[src/rtl/nios2_div_pkg.sv]
// nios2_div_pkg: shared types and constants for the Nios II iterative divider
package nios2_div_pkg;
    typedef enum logic [2:0] {
        IDLE = 3'd0,
        PREP = 3'd1,
        ITER = 3'd2,
        FIX  = 3'd3,
        DONE = 3'd4
    } div_state_t;

    localparam int DIV_WIDTH_DEFAULT = 32;
    localparam logic [DIV_WIDTH_DEFAULT-1:0] DIV_ZERO_QUOT = '1;

    function automatic int clog2(input int n);
        int r = 0;
        for (int i = 0; i < 31; i++) if ((1 << i) < n) r = i + 1;
        return r;
    endfunction
endpackage

[src/rtl/nios2_div_step.sv]
// nios2_div_step: one restoring-division step (shift in dividend bit, trial subtract)
module nios2_div_step #(
    parameter int WIDTH = 32
) (
    input  logic [WIDTH-1:0] rem,
    input  logic             dvd_msb,
    input  logic [WIDTH-1:0] dvs,
    output logic [WIDTH-1:0] rem_nxt,
    output logic             qbit
);
    logic [WIDTH:0]   sh;
    logic [WIDTH+1:0] diff;
    assign sh      = {rem, dvd_msb};
    assign diff    = {1'b0, sh} - {2'b00, dvs};
    assign qbit    = ~diff[WIDTH+1];
    assign rem_nxt = WIDTH'(qbit ? diff : {1'b0, sh});
endmodule

[src/rtl/nios2_cpu_div_cell.sv]
// nios2_cpu_div_cell: radix-2 restoring divider, signed/unsigned, busy/done handshake
// Optional early exit for trivial operands when NIOS2_DIV_FAST_PATH_EN is defined.
module nios2_cpu_div_cell
    import nios2_div_pkg::*;
#(
    parameter int WIDTH = DIV_WIDTH_DEFAULT
) (
    input  logic             clk,
    input  logic             reset,
    input  logic             E_div_start,
    input  logic             E_ctrl_div_signed,
    input  logic [WIDTH-1:0] E_src1,
    input  logic [WIDTH-1:0] E_src2,
    input  logic             M_div_kill,
    output logic             M_div_busy,
    output logic             M_div_done,
    output logic [WIDTH-1:0] M_div_quot,
    output logic [WIDTH-1:0] M_div_rem
);
    localparam int CW = clog2(WIDTH);

    div_state_t       state;
    logic [CW-1:0]    cnt;
    logic [WIDTH-1:0] a, b, dvd, dvs, p_rem, rem_nxt, mag1, mag2, q_fix, r_fix;
    logic             sgn, qs, rs, qbit, dz, ovf;
`ifdef NIOS2_DIV_FAST_PATH_EN
    logic             triv, fast;
    assign fast = dz || ovf || (mag1 < mag2);
`endif

    assign M_div_busy = (state != IDLE);
    assign M_div_done = (state == DONE);
    assign mag1 = (sgn && a[WIDTH-1]) ? -a : a;
    assign mag2 = (sgn && b[WIDTH-1]) ? -b : b;
    assign dz   = (b == '0);
    assign ovf  = sgn && (a == {1'b1, {(WIDTH-1){1'b0}}}) && (b == '1);

    nios2_div_step #(.WIDTH(WIDTH)) u_step (
        .rem     (p_rem),
        .dvd_msb (dvd[WIDTH-1]),
        .dvs     (dvs),
        .rem_nxt (rem_nxt),
        .qbit    (qbit)
    );

    // Special cases override the iterated result; divide-by-zero has the last word.
    always_comb begin
        q_fix = qs ? -dvd : dvd;
        r_fix = rs ? -p_rem : p_rem;
`ifdef NIOS2_DIV_FAST_PATH_EN
        if (triv) begin
            q_fix = '0;
            r_fix = a;
        end
`endif
        if (ovf) begin
            q_fix = a;
            r_fix = '0;
        end
        if (dz) begin
            q_fix = '1;
            r_fix = a;
        end
    end

    always_ff @(posedge clk) begin
        if (reset) begin
            state      <= IDLE;
            cnt        <= '0;
            M_div_quot <= '0;
            M_div_rem  <= '0;
            a          <= '0;
            b          <= '0;
            sgn        <= 1'b0;
            dvd        <= '0;
            dvs        <= '0;
            p_rem      <= '0;
            qs         <= 1'b0;
            rs         <= 1'b0;
`ifdef NIOS2_DIV_FAST_PATH_EN
            triv       <= 1'b0;
`endif
        end else if (M_div_kill && state != IDLE) begin
            state <= IDLE;
        end else begin
            case (state)
                IDLE: if (E_div_start && !M_div_kill) begin
                    a     <= E_src1;
                    b     <= E_src2;
                    sgn   <= E_ctrl_div_signed;
                    state <= PREP;
                end
                PREP: begin
                    dvd   <= mag1;
                    dvs   <= mag2;
                    p_rem <= '0;
                    qs    <= sgn && (a[WIDTH-1] ^ b[WIDTH-1]);
                    rs    <= sgn && a[WIDTH-1];
`ifdef NIOS2_DIV_FAST_PATH_EN
                    triv  <= fast;
                    cnt   <= fast ? '0 : CW'(WIDTH - 1);
`else
                    cnt   <= CW'(WIDTH - 1);
`endif
                    state <= ITER;
                end
                ITER: begin
                    p_rem <= rem_nxt;
                    dvd   <= {dvd[WIDTH-2:0], qbit};
                    cnt   <= cnt - 1'b1;
                    state <= (cnt == '0) ? FIX : ITER;
                end
                FIX: begin
                    M_div_quot <= q_fix;
                    M_div_rem  <= r_fix;
                    state      <= DONE;
                end
                default: state <= IDLE;
            endcase
        end
    end
endmodule

[config.mk]
export PLATFORM = sky130hd
export DESIGN_NAME = nios2_cpu_div_cell
export DESIGN_NICKNAME = d
export VERILOG_FILES = /design/src/rtl/nios2_div_pkg.sv /design/src/rtl/nios2_div_step.sv /design/src/rtl/nios2_cpu_div_cell.sv
export SDC_FILE = /design/constraint.sdc
export NUM_CORES = 1
export LEC_CHECK = 0
export BUFFER_PORTS_ARGS = -buffer_cell sky130_fd_sc_hd__buf_2
export CAP_MARGIN = 0
export CORE_UTILIZATION = 60
export DETAILED_ROUTE_END_ITERATION = 10
export GPL_TIMING_DRIVEN = 0
export PLACE_DENSITY_LB_ADDON = 0.25
export SETUP_SLACK_MARGIN = 0.15
export SLEW_MARGIN = 20
export SYNTH_ARGS = -nofsm -noshare
export SYNTH_HDL_FRONTEND = slang
export SYNTH_SLANG_ARGS = --single-unit
[constraint.sdc]
create_clock -name clk -period 6 [get_ports clk]
set_clock_uncertainty 0.15 [all_clocks]
set_input_delay 0.6 -clock clk [delete_from_list [all_inputs] [get_ports clk]]
set_output_delay 0.6 -clock clk [all_outputs]
set_load 0.01 [all_outputs]
==> results of run 1 <==
[final cells by class]
class / count / area share
clock buffer: 33 / 0.0469
sequential: 235 / 0.312
tap: 275 / 0.0228
inverter: 49 / 0.0122
multi-input combinational: 1288 / 0.522
timing repair buffer: 133 / 0.0442
clock inverter: 8 / 0.00806
buffer: 112 / 0.0313
[path summary, 6_finish.rpt]
path | from | end | slack [ns] | cells past startpoint
setup / recovery | a[1] | M_div_rem[13] | 1.62 | 11
hold / removal | E_src2[7] | b[7] | 0.15 | 3
setup reg to reg | a[1] | M_div_rem[13] | 1.62 | 11
hold reg to reg | dvs[6] | dvs[6] | 0.32 | 2
[routing by layer]
layer	vias to the layer above	track usage	routed length (µm)	share of wire
li1	6327	-	-	-
met1	6186	0.522	18200	0.44
met2	722	0.553	17600	0.43
met3	98	0.0697	4290	0.10
met4	0	0.113	1230	0.030
met5	-	0	0	0
[kinds of logic after synthesis]
group / after synthesis / share of synthesized area
AO/OA/AOI/OAI: 482 / 0.235
flip-flops: 235 / 0.356
multiplexers: 20 / 0.0151
XOR/XNOR: 146 / 0.0967
adder cells (fa/ha/maj): 40 / 0.0384
AND/OR/NAND/NOR: 600 / 0.209
buffers and inverters: 161 / 0.0496
[registers in the layout, summed over array words and instances, names as in the netlist]
| register | flops |
|---|---|
| M_div_quot | 32 |
| M_div_rem | 32 |
| a | 32 |
| b | 32 |
| dvd | 32 |
| dvs | 32 |
| p_rem | 32 |
| cnt | 5 |
| state | 3 |
| qs | 1 |
| rs | 1 |
| sgn | 1 |
[power groups by stage]
stage               Sequential (mW)  Clock (mW)  Combinational, mW
global placement               1.68           0              0.573
finish                         1.65        1.60              0.603
CTS                            1.64        1.59              0.588
floorplan                      1.66           0              0.428
detailed placement             1.68           0              0.583
global route                   1.65        1.66              0.657
[cell usage in the layout, fill, tap and decap left out, types with 8 or more instances in the layout]
| cell | netlist | layout |
|---|---|---|
| a211oi_1 | 54 | 54 |
| a21o_1 | 16 | 16 |
| a21oi_1 | 171 | 171 |
| a221oi_1 | 21 | 21 |
| a22oi_1 | 27 | 27 |
| a32oi_1 | 10 | 10 |
| and3_1 | 11 | 11 |
| buf_2 | 11 | 144 |
| clkbuf_1 | 87 | 90 |
| clkbuf_16 | 0 | 25 |
| dfxtp_1 | 235 | 235 |
| ha_1 | 39 | 39 |
| inv_1 | 49 | 49 |
| mux2i_1 | 20 | 20 |
| nand2_1 | 241 | 241 |
| nand2b_1 | 9 | 9 |
| nand3_1 | 23 | 23 |
| nand4_1 | 14 | 14 |
| nor2_1 | 160 | 160 |
| nor2b_1 | 8 | 8 |
| nor3_1 | 56 | 56 |
| nor4_1 | 13 | 13 |
| o211ai_1 | 12 | 12 |
| o21ai_0 | 67 | 67 |
| o21ai_1 | 17 | 17 |
| o31ai_1 | 27 | 27 |
| o41ai_1 | 15 | 15 |
| or3_1 | 12 | 12 |
| or4_1 | 16 | 16 |
| xnor2_1 | 83 | 83 |
| xor2_1 | 63 | 63 |
[tightest hold or removal path: stages]
cell	delay, ns
buf_2	0.09
nand2_1	0.04
a21oi_1	0.05
==> results.json, run 1 <==
{
  "multi_input_area_um2": 7870,
  "ys_seq_area_frac": 0.356,
  "leakagePower_nw": 5.98,
  "p_int_mw": 2.77,
  "dieArea_um2": 22600,
  "synthArstFlopShare": 0,
  "path_cells": "inv_1, ha_1, or4b_2, nor3_2, and3_1, nand3b_1, nor4_1, nor2_1, buf_2, a221oi_1, nor3_1",
  "synth-seq-cells": 235,
  "vias": 13300,
  "netSwitchingFraction": 0.280,
  "crit_slowest_cell": "or4b_2",
  "power_frac_clock": 0.415,
  "synth_area_leaders": "dfxtp_1 (36%), nand2_1 (6.8%), a21oi_1 (6.5%), xnor2_1 (5.5%), nor2_1 (4.5%)",
  "hpwl_um": 31400,
  "power_density_nw_per_um2": 255,
  "crit_path_end_kind": "flip-flop",
  "via_per_inst": 6.25,
  "setup_slack_ns": 1.62,
  "p_sw_mw": 1.08,
  "io_pins": 135,
  "final_util": 0.708,
  "core_um2": 21300,
  "ys_warn_count": 0,
  "grt_pass1_wl_um": 64500,
  "path_buf_inv": 2,
  "setup_tns_ns": 0,
  "regArea_um2": 4700,
  "wirelength_um": 41300,
  "path_delay_family": "simple AND/OR/NAND/NOR gates",
  "preCtsSetupSlack_ns": 1.81,
  "clock_path_buffers": 3,
  "finalHoldViolCount": 0,
  "synthTopCellsByCount": "nand2_1 (241), dfxtp_1 (235), a21oi_1 (171)",
  "overflow": 0,
  "syn_inst": 1684,
  "worstHoldPathType": "input port to flip-flop",
  "grt_max_degree": 14,
  "cts_hold_buf": 0,
  "clock_latency_ns": 0.54,
  "nets": 1953,
  "root_buffer": "clkbuf_16",
  "cts_setup_buffers": 0,
  "report.final.slew_viol_count": 0,
  "max_cap_violations": 0,
  "place_area_um2": 14200,
  "die_h_um": 150,
  "io_buffer_count": 133,
  "startpoint_type": "flip-flop",
  "cts_buffers": 25,
  "start_util": 0.621,
  "antenna_left": 0,
  "path_class": "flip-flop to flip-flop",
  "crit_required_ns": 6.26,
  "synth_edf_count": 0,
  "placementRows": 53,
  "peakVddDrop_uv": 220,
  "track_usage": 0.366,
  "cts_sinks": 235,
  "die_w_um": 150,
  "htree_levels": 1,
  "comb_power_share": 0.157,
  "synth_fp_nets": 1793,
  "tightest_slew_ns": 0.998,
  "drt_iter0_markers": 1343,
  "period_minus_slack_ns": 4.38,
  "status": "complete, no violations",
  "critPathMaxFanout": 10,
  "synth_area_per_cell_um2": 7.85,
  "final_area_um2": 15100,
  "syn2layout_area_growth_pct": 14.0,
  "post-place-cells": 2092,
  "critPathMaxStageDelay_ns": 0.68,
  "path_clk_slew_ns": 0.06,
  "finalCritPeriodShare": 0.730,
  "routabilityCongestion": 0.984,
  "synth_flop_cell": "dfxtp_1",
  "cts_tree": "done",
  "yosysTopAreaCell": "dfxtp_1",
  "setup_viol_count_final": 0,
  "worst_ep_arrival_time_ns": 4.64,
  "post-synth-top-count-cell": "nand2_1",
  "fmax_mhz": 228,
  "fillCellCount": 1764,
  "post-route-drc-count": 0,
  "grt_pass1_vias": 12000,
  "ctsResizeCount": 0,
  "power_frac_seq": 0.428,
  "rsz0062_at_grt": "false",
  "power.total_mw": 3.84,
  "antenna_found_initial": 0,
  "relSlewSlack": 0.333,
  "fin_cells": 2133,
  "synth_top_area_share": 0.356,
  "dr.pass1.iters": 6,
  "synth_cell_type_count": 71,
  "drive_gt1_frac": 0.116,
  "syn_area_um2": 13200,
  "routedWlPerCell_um": 19.4,
  "timing.hold.ws_ns": 0.152,
  "diodes": 0
}
(Power assumes the default switching activity.)
==> run 2: changes to the inputs <==
--- a/config.mk
+++ b/config.mk
@@ -7,7 +7,7 @@
 export LEC_CHECK = 0
 export BUFFER_PORTS_ARGS = -buffer_cell sky130_fd_sc_hd__buf_2
 export CAP_MARGIN = 0
-export CORE_UTILIZATION = 60
+export CORE_UTILIZATION = 54
 export DETAILED_ROUTE_END_ITERATION = 10
 export GPL_TIMING_DRIVEN = 0
 export PLACE_DENSITY_LB_ADDON = 0.25
==> constraint.sdc (replaced) <==
create_clock -name clk -period 3.6 [get_ports clk]
set_clock_uncertainty 0.15 [all_clocks]
set_input_delay 0.36 -clock clk [delete_from_list [all_inputs] [get_ports clk]]
set_output_delay 0.36 -clock clk [all_outputs]
set_load 0.01 [all_outputs]
==> run 2 against run 1 <==
  * Largest power group is now clock
  * Worst hold slack got worse by 0.13 ns
  * Critical path depth increased by 1
  * Routed wire length rose by 8.1%
  * Combinational power is 92% higher
  * Critical path type unchanged
  * Sequential power grew 67%
  * First-iteration DRC count up 5.2%
  * Clock-buffer cell count unchanged
  * Via count up 2.3%
  * Setup slack worse by 1.4 ns
  * Die area is 11% higher
  * Non-clock buffer count grew 74
  * Fmax up 30%
==> results.json, run 2 (synthesized netlist as in run 1, its figures left out) <==
{
  "hpwl_um": 32300,
  "antenna_found_initial": 0,
  "fillCellCount": 1949,
  "r2r-start": "a[1]",
  "dr.pass1.iters": 6,
  "leakagePower_nw": 6.42,
  "routedWlPerCell_um": 19.8,
  "dieArea_um2": 25100,
  "start_util": 0.556,
  "wirelength_um": 44700,
  "io_buffer_count": 133,
  "period_minus_slack_ns": 3.38,
  "relSlewSlack": 0.346,
  "grt_pass1_vias": 12600,
  "path_delay_family": "simple AND/OR/NAND/NOR gates",
  "startpoint": "a[1]",
  "io_pins": 135,
  "path_common_cell": "buf_4",
  "finalCritPeriodShare": 0.939,
  "path_class": "flip-flop to flip-flop",
  "critPathMaxFanout": 10,
  "critPathMaxStageDelay_ns": 0.55,
  "cts_buffers": 27,
  "mostFrequentLayoutCells": "nand2_1 (240), dfxtp_1 (229), a21oi_1 (167), nor2_1 (159), buf_2 (139)",
  "final_common_cell": "nand2_1",
  "vias": 13600,
  "crit_path_end_kind": "flip-flop",
  "rrSetupSlack_ns": 0.22,
  "antenna_left": 0,
  "syn2layout_area_growth_pct": 22.6,
  "path_depth": 12,
  "clock_latency_ns": 0.57,
  "worstHoldPathType": "input port to flip-flop",
  "startpoint_type": "flip-flop",
  "placementRows": 56,
  "routabilityCongestion": 1.01,
  "htree_levels": 1,
  "critPathCapture": "M_div_quot[2]",
  "path_clk_slew_ns": 0.07,
  "grt_max_degree": 15,
  "die_h_um": 158,
  "cts_tree": "done",
  "overflow": 0,
  "via_per_inst": 6.04,
  "diodes": 0,
  "peakVddDrop_uv": 567,
  "fin_cells": 2258,
  "core_um2": 23800,
  "drt_iter0_markers": 1413,
  "path_cells": "inv_1, ha_2, or4b_4, nor3_4, and3_4, nand3b_1, buf_4, or4_1, buf_6, buf_4, a21oi_2, a211oi_1",
  "report.final.slew_viol_count": 0,
  "r2r_end": "M_div_quot[2]",
  "finalHoldViolCount": 0,
  "power_density_nw_per_um2": 420,
  "cts_sinks": 235,
  "post-route-drc-count": 0,
  "status": "complete, no violations",
  "worst_ep_arrival_time_ns": 3.63,
  "crit_slowest_cell": "or4_1",
  "drive_gt1_frac": 0.139,
  "place_area_um2": 14300,
  "max_cap_violations": 0,
  "setup_viol_count_final": 0,
  "path_buf_inv": 4,
  "root_buffer": "clkbuf_16",
  "final_area_um2": 16200,
  "clock_path_buffers": 3,
  "rsz0062_at_grt": "true",
  "tightest_slew_ns": 0.980,
  "grt_pass1_wl_um": 68400,
  "crit_required_ns": 3.85,
  "fmax_mhz": 296,
  "reg2reg_depth": 12,
  "die_w_um": 158,
  "track_usage": 0.352,
  "post-place-cells": 2136,
  "nets": 2029
}
## run 2: metal layers
layer | track usage | up-vias | share of wire
met1 | 0.497 | 6436 | 0.45
met5 | 0 | - | 0
met3 | 0.0520 | 103 | 0.085
met2 | 0.555 | 626 | 0.44
li1 | - | 6477 | -
met4 | 0.0989 | 0 | 0.029
## run 2: worst min-delay path by stage
stage,start,depth (start not counted),slack (ns),endpoint
global route,E_div_start,3,0.06,state[0]
finish,E_div_start,3,0.02,state[0]
global placement,dvs[4],2,0.32,dvs[4]
floorplan,M_div_kill,1,0.29,state[0]
CTS,E_div_start,3,0.01,state[0]
detailed placement,dvs[7],2,0.32,dvs[7]
## run 2: final cells by class
class | count | area, µm² | share of cell area
Timing Repair Buffer | 207 | 1390 | 0.0855
Sequential cell | 235 | 4720 | 0.291
Tap cell | 319 | 399 | 0.0246
Buffer | 112 | 497 | 0.0306
Inverter | 49 | 184 | 0.0113
Multi-Input combinational cell | 1288 | 8080 | 0.499
Clock inverter | 15 | 196 | 0.0121
Clock buffer | 33 | 748 | 0.0462
## run 2: tightest hold or removal path, stage by stage
cell,delay (ns)
buf_2,0.13
mux2i_1,0.13
nor4b_1,0.07
## run 2: repair_timing
item	CTS	global route
hold buffers	66	0
cloned	0	0
endpoints found under the hold margin	66	0
buffers inserted	3	5
setup endpoints to repair	96	73
pin swaps	3	7
resized for setup	18	46
## run 2: report_power, final
group / internal (mW) / leakage [nW] / total (mW) / switching (mW)
logic: 0.480 / 4.06 / 1.16 / 0.679
registers: 2.66 / 1.91 / 2.75 / 0.0884
clock network: 1.71 / 0.450 / 2.90 / 1.20
## run 2: through the flow
stage	hold WS (ns)	total power [mW]	utilization	setup WS (ns)	TNS (ns)
after global placement	0.317	3.76	0.601	-0.336	-8.34
after CTS	0.00963	6.72	0.674	0.125	0
after detailed placement	0.318	3.78	0.601	-0.538	-14.21
after floorplan	0.287	3.48	-	0.488	0
after global routing	0.0567	7.01	0.682	0.102	0
final	0.0174	6.81	0.682	0.221	0
==> run 3: changes to the inputs <==
--- a/config.mk
+++ b/config.mk
@@ -7,7 +7,7 @@
 export LEC_CHECK = 0
 export BUFFER_PORTS_ARGS = -buffer_cell sky130_fd_sc_hd__buf_2
 export CAP_MARGIN = 0
-export CORE_UTILIZATION = 54
+export CORE_UTILIZATION = 60
 export DETAILED_ROUTE_END_ITERATION = 10
 export GPL_TIMING_DRIVEN = 0
 export PLACE_DENSITY_LB_ADDON = 0.25
==> constraint.sdc (replaced) <==
create_clock -name clk -period 4 [get_ports clk]
set_clock_uncertainty 0.15 [all_clocks]
set_input_delay 0.4 -clock clk [delete_from_list [all_inputs] [get_ports clk]]
set_output_delay 0.4 -clock clk [all_outputs]
set_load 0.01 [all_outputs]
==> run 3 against run 2 <==
  * Sequential power shrank 10%
  * Setup slack gained 0.014 ns
  * Global-route usage grew 3.4 points
  * First-iteration DRC count shrank 0.85%
  * Flip-flop and latch count is the same
  * Critical path type unchanged
  * Critical endpoint is now M_div_rem[16]
  * Largest cell class unchanged
==> results.json, run 3 (synthesized netlist as in run 1, its figures left out) <==
{
  "status": "complete, no violations",
  "worstHoldPathType": "input port to flip-flop",
  "cts_buffers": 25,
  "crit_required_ns": 4.24,
  "final_common_cell": "nand2_1",
  "peakVddDrop_uv": 343,
  "overflow": 0,
  "reg2reg_depth": 13,
  "root_buffer": "clkbuf_16",
  "grt_pass1_wl_um": 68000,
  "htree_levels": 1,
  "whs_path_depth": 3,
  "crit_path_end_kind": "flip-flop",
  "leakagePower_nw": 6.28,
  "p_sw_mw": 1.64,
  "antenna_found_initial": 0,
  "report.final.slew_viol_count": 0,
  "hp-start": "E_div_start",
  "netSwitchingFraction": 0.281,
  "grt_pass1_vias": 12800,
  "routabilityCongestion": 0.984,
  "track_usage": 0.386,
  "power_frac_clock": 0.409,
  "timing.hold.ws_ns": 0.0919,
  "start_util": 0.621,
  "post-route-drc-count": 0,
  "period_minus_slack_ns": 3.76,
  "startpoint_type": "flip-flop",
  "relSlewSlack": 0.339,
  "fin_cells": 2202,
  "io_pins": 135,
  "startpoint": "a[1]",
  "dr.pass1.iters": 7,
  "wirelength_um": 43600,
  "fillCellCount": 1619,
  "io_buffer_count": 133,
  "hpwl_um": 31400,
  "clock_path_buffers": 3,
  "vias": 13900,
  "nets": 2022,
  "diodes": 0,
  "rrSetupSlack_ns": 0.24,
  "power_density_nw_per_um2": 371,
  "finalCritPeriodShare": 0.941,
  "finalHoldViolCount": 0,
  "comb_power_share": 0.170,
  "path_class": "flip-flop to flip-flop",
  "critPathMaxFanout": 7,
  "post-place-cells": 2092,
  "power_frac_seq": 0.421,
  "tightest_slew_ns": 0.988,
  "r2r-start": "a[1]",
  "setup_viol_count_final": 0,
  "mostFrequentLayoutCells": "nand2_1 (240), dfxtp_1 (235), a21oi_1 (171), nor2_1 (159), buf_2 (144)",
  "final_area_um2": 15800,
  "routedWlPerCell_um": 19.8,
  "cts_sinks": 235,
  "max_cap_violations": 0,
  "die_h_um": 150,
  "holdPathEnd": "state[0]",
  "drive_gt1_frac": 0.117,
  "fmax_mhz": 266,
  "grt_max_degree": 14,
  "worst_ep_arrival_time_ns": 4.00,
  "core_um2": 21300,
  "place_area_um2": 14200,
  "die_w_um": 150,
  "drt_iter0_markers": 1401,
  "dieArea_um2": 22600,
  "cts_tree": "done",
  "rsz0062_at_grt": "false",
  "p_int_mw": 4.22,
  "clock_latency_ns": 0.54,
  "path_clk_slew_ns": 0.07,
  "syn2layout_area_growth_pct": 19.6,
  "antenna_left": 0,
  "placementRows": 53,
  "via_per_inst": 6.30,
  "r2r_end": "M_div_rem[16]"
}
[run 3: repair_timing]
item	CTS	global route
hold buffers	66	0
endpoints found under the hold margin	66	0
endpoints found under the setup margin	41	59
resized for setup	4	6
setup buffers	0	3
pin swaps	0	2
[run 3: worst max path at each step]
stage	slack (ns)	cells after the start	to
after floorplan	0.89	10	p_rem[2]
after global placement	-0.12	11	M_div_rem[17]
after detailed placement	-0.19	11	M_div_rem[17]
after CTS	0.14	12	M_div_rem[16]
after global routing	0.15	12	M_div_quot[30]
final	0.24	13	M_div_rem[16]
[run 3: final cells by class]
| type | instances | area (µm²) | share of cell area |
|---|---|---|---|
| multi-input combinational | 1288 | 7930 | 0.502 |
| sequential | 235 | 4700 | 0.298 |
| timing repair buffer | 202 | 1350 | 0.0853 |
| clock buffer | 33 | 706 | 0.0446 |
| buffer | 112 | 472 | 0.0298 |
| tap | 275 | 344 | 0.0218 |
| inverter | 49 | 184 | 0.0116 |
| clock inverter | 8 | 121 | 0.00768 |
[run 3: critical path, cell delays in order, from the launching register on]
cell and delay, ns:
dfxtp_1 0.42, inv_1 0.13, ha_1 0.20, or4b_2 0.70, nor3_4 0.27, and3_1 0.26
nand3b_1 0.10, buf_4 0.17, or4_1 0.50, buf_2 0.20, nand2_2 0.15, o211ai_1 0.15
o21ai_1 0.13, nor2_1 0.06
[run 3: stage by stage]
step / setup slack, ns / utilization / TNS (ns) / power, mW
2_1_floorplan: 0.888 / - / 0 / 3.13
3_3_place_gp: -0.124 / 0.668 / -0.409 / 3.37
3_5_place_dp: -0.193 / 0.668 / -1.14 / 3.39
4_1_cts: 0.139 / 0.739 / 0 / 5.79
5_1_grt: 0.148 / 0.743 / 0 / 6.04
6_report: 0.235 / 0.743 / 0 / 5.86
[run 3: power by group through the flow]
stage	Sequential (mW)	Combinational (mW)	Clock (mW)
after floorplan	2.49	0.643	0
after global placement	2.51	0.860	0
after detailed placement	2.52	0.875	0
after CTS	2.46	0.936	2.39
after global routing	2.47	1.08	2.49
final	2.47	0.995	2.39
[run 3: layer usage]
metal | GRT usage | up-vias | part of all wire
met2 | 0.606 | 783 | 0.44
li1 | - | 6476 | -
met1 | 0.533 | 6505 | 0.43
met3 | 0.0724 | 112 | 0.11
met4 | 0.119 | 0 | 0.030
met5 | 0 | - | 0
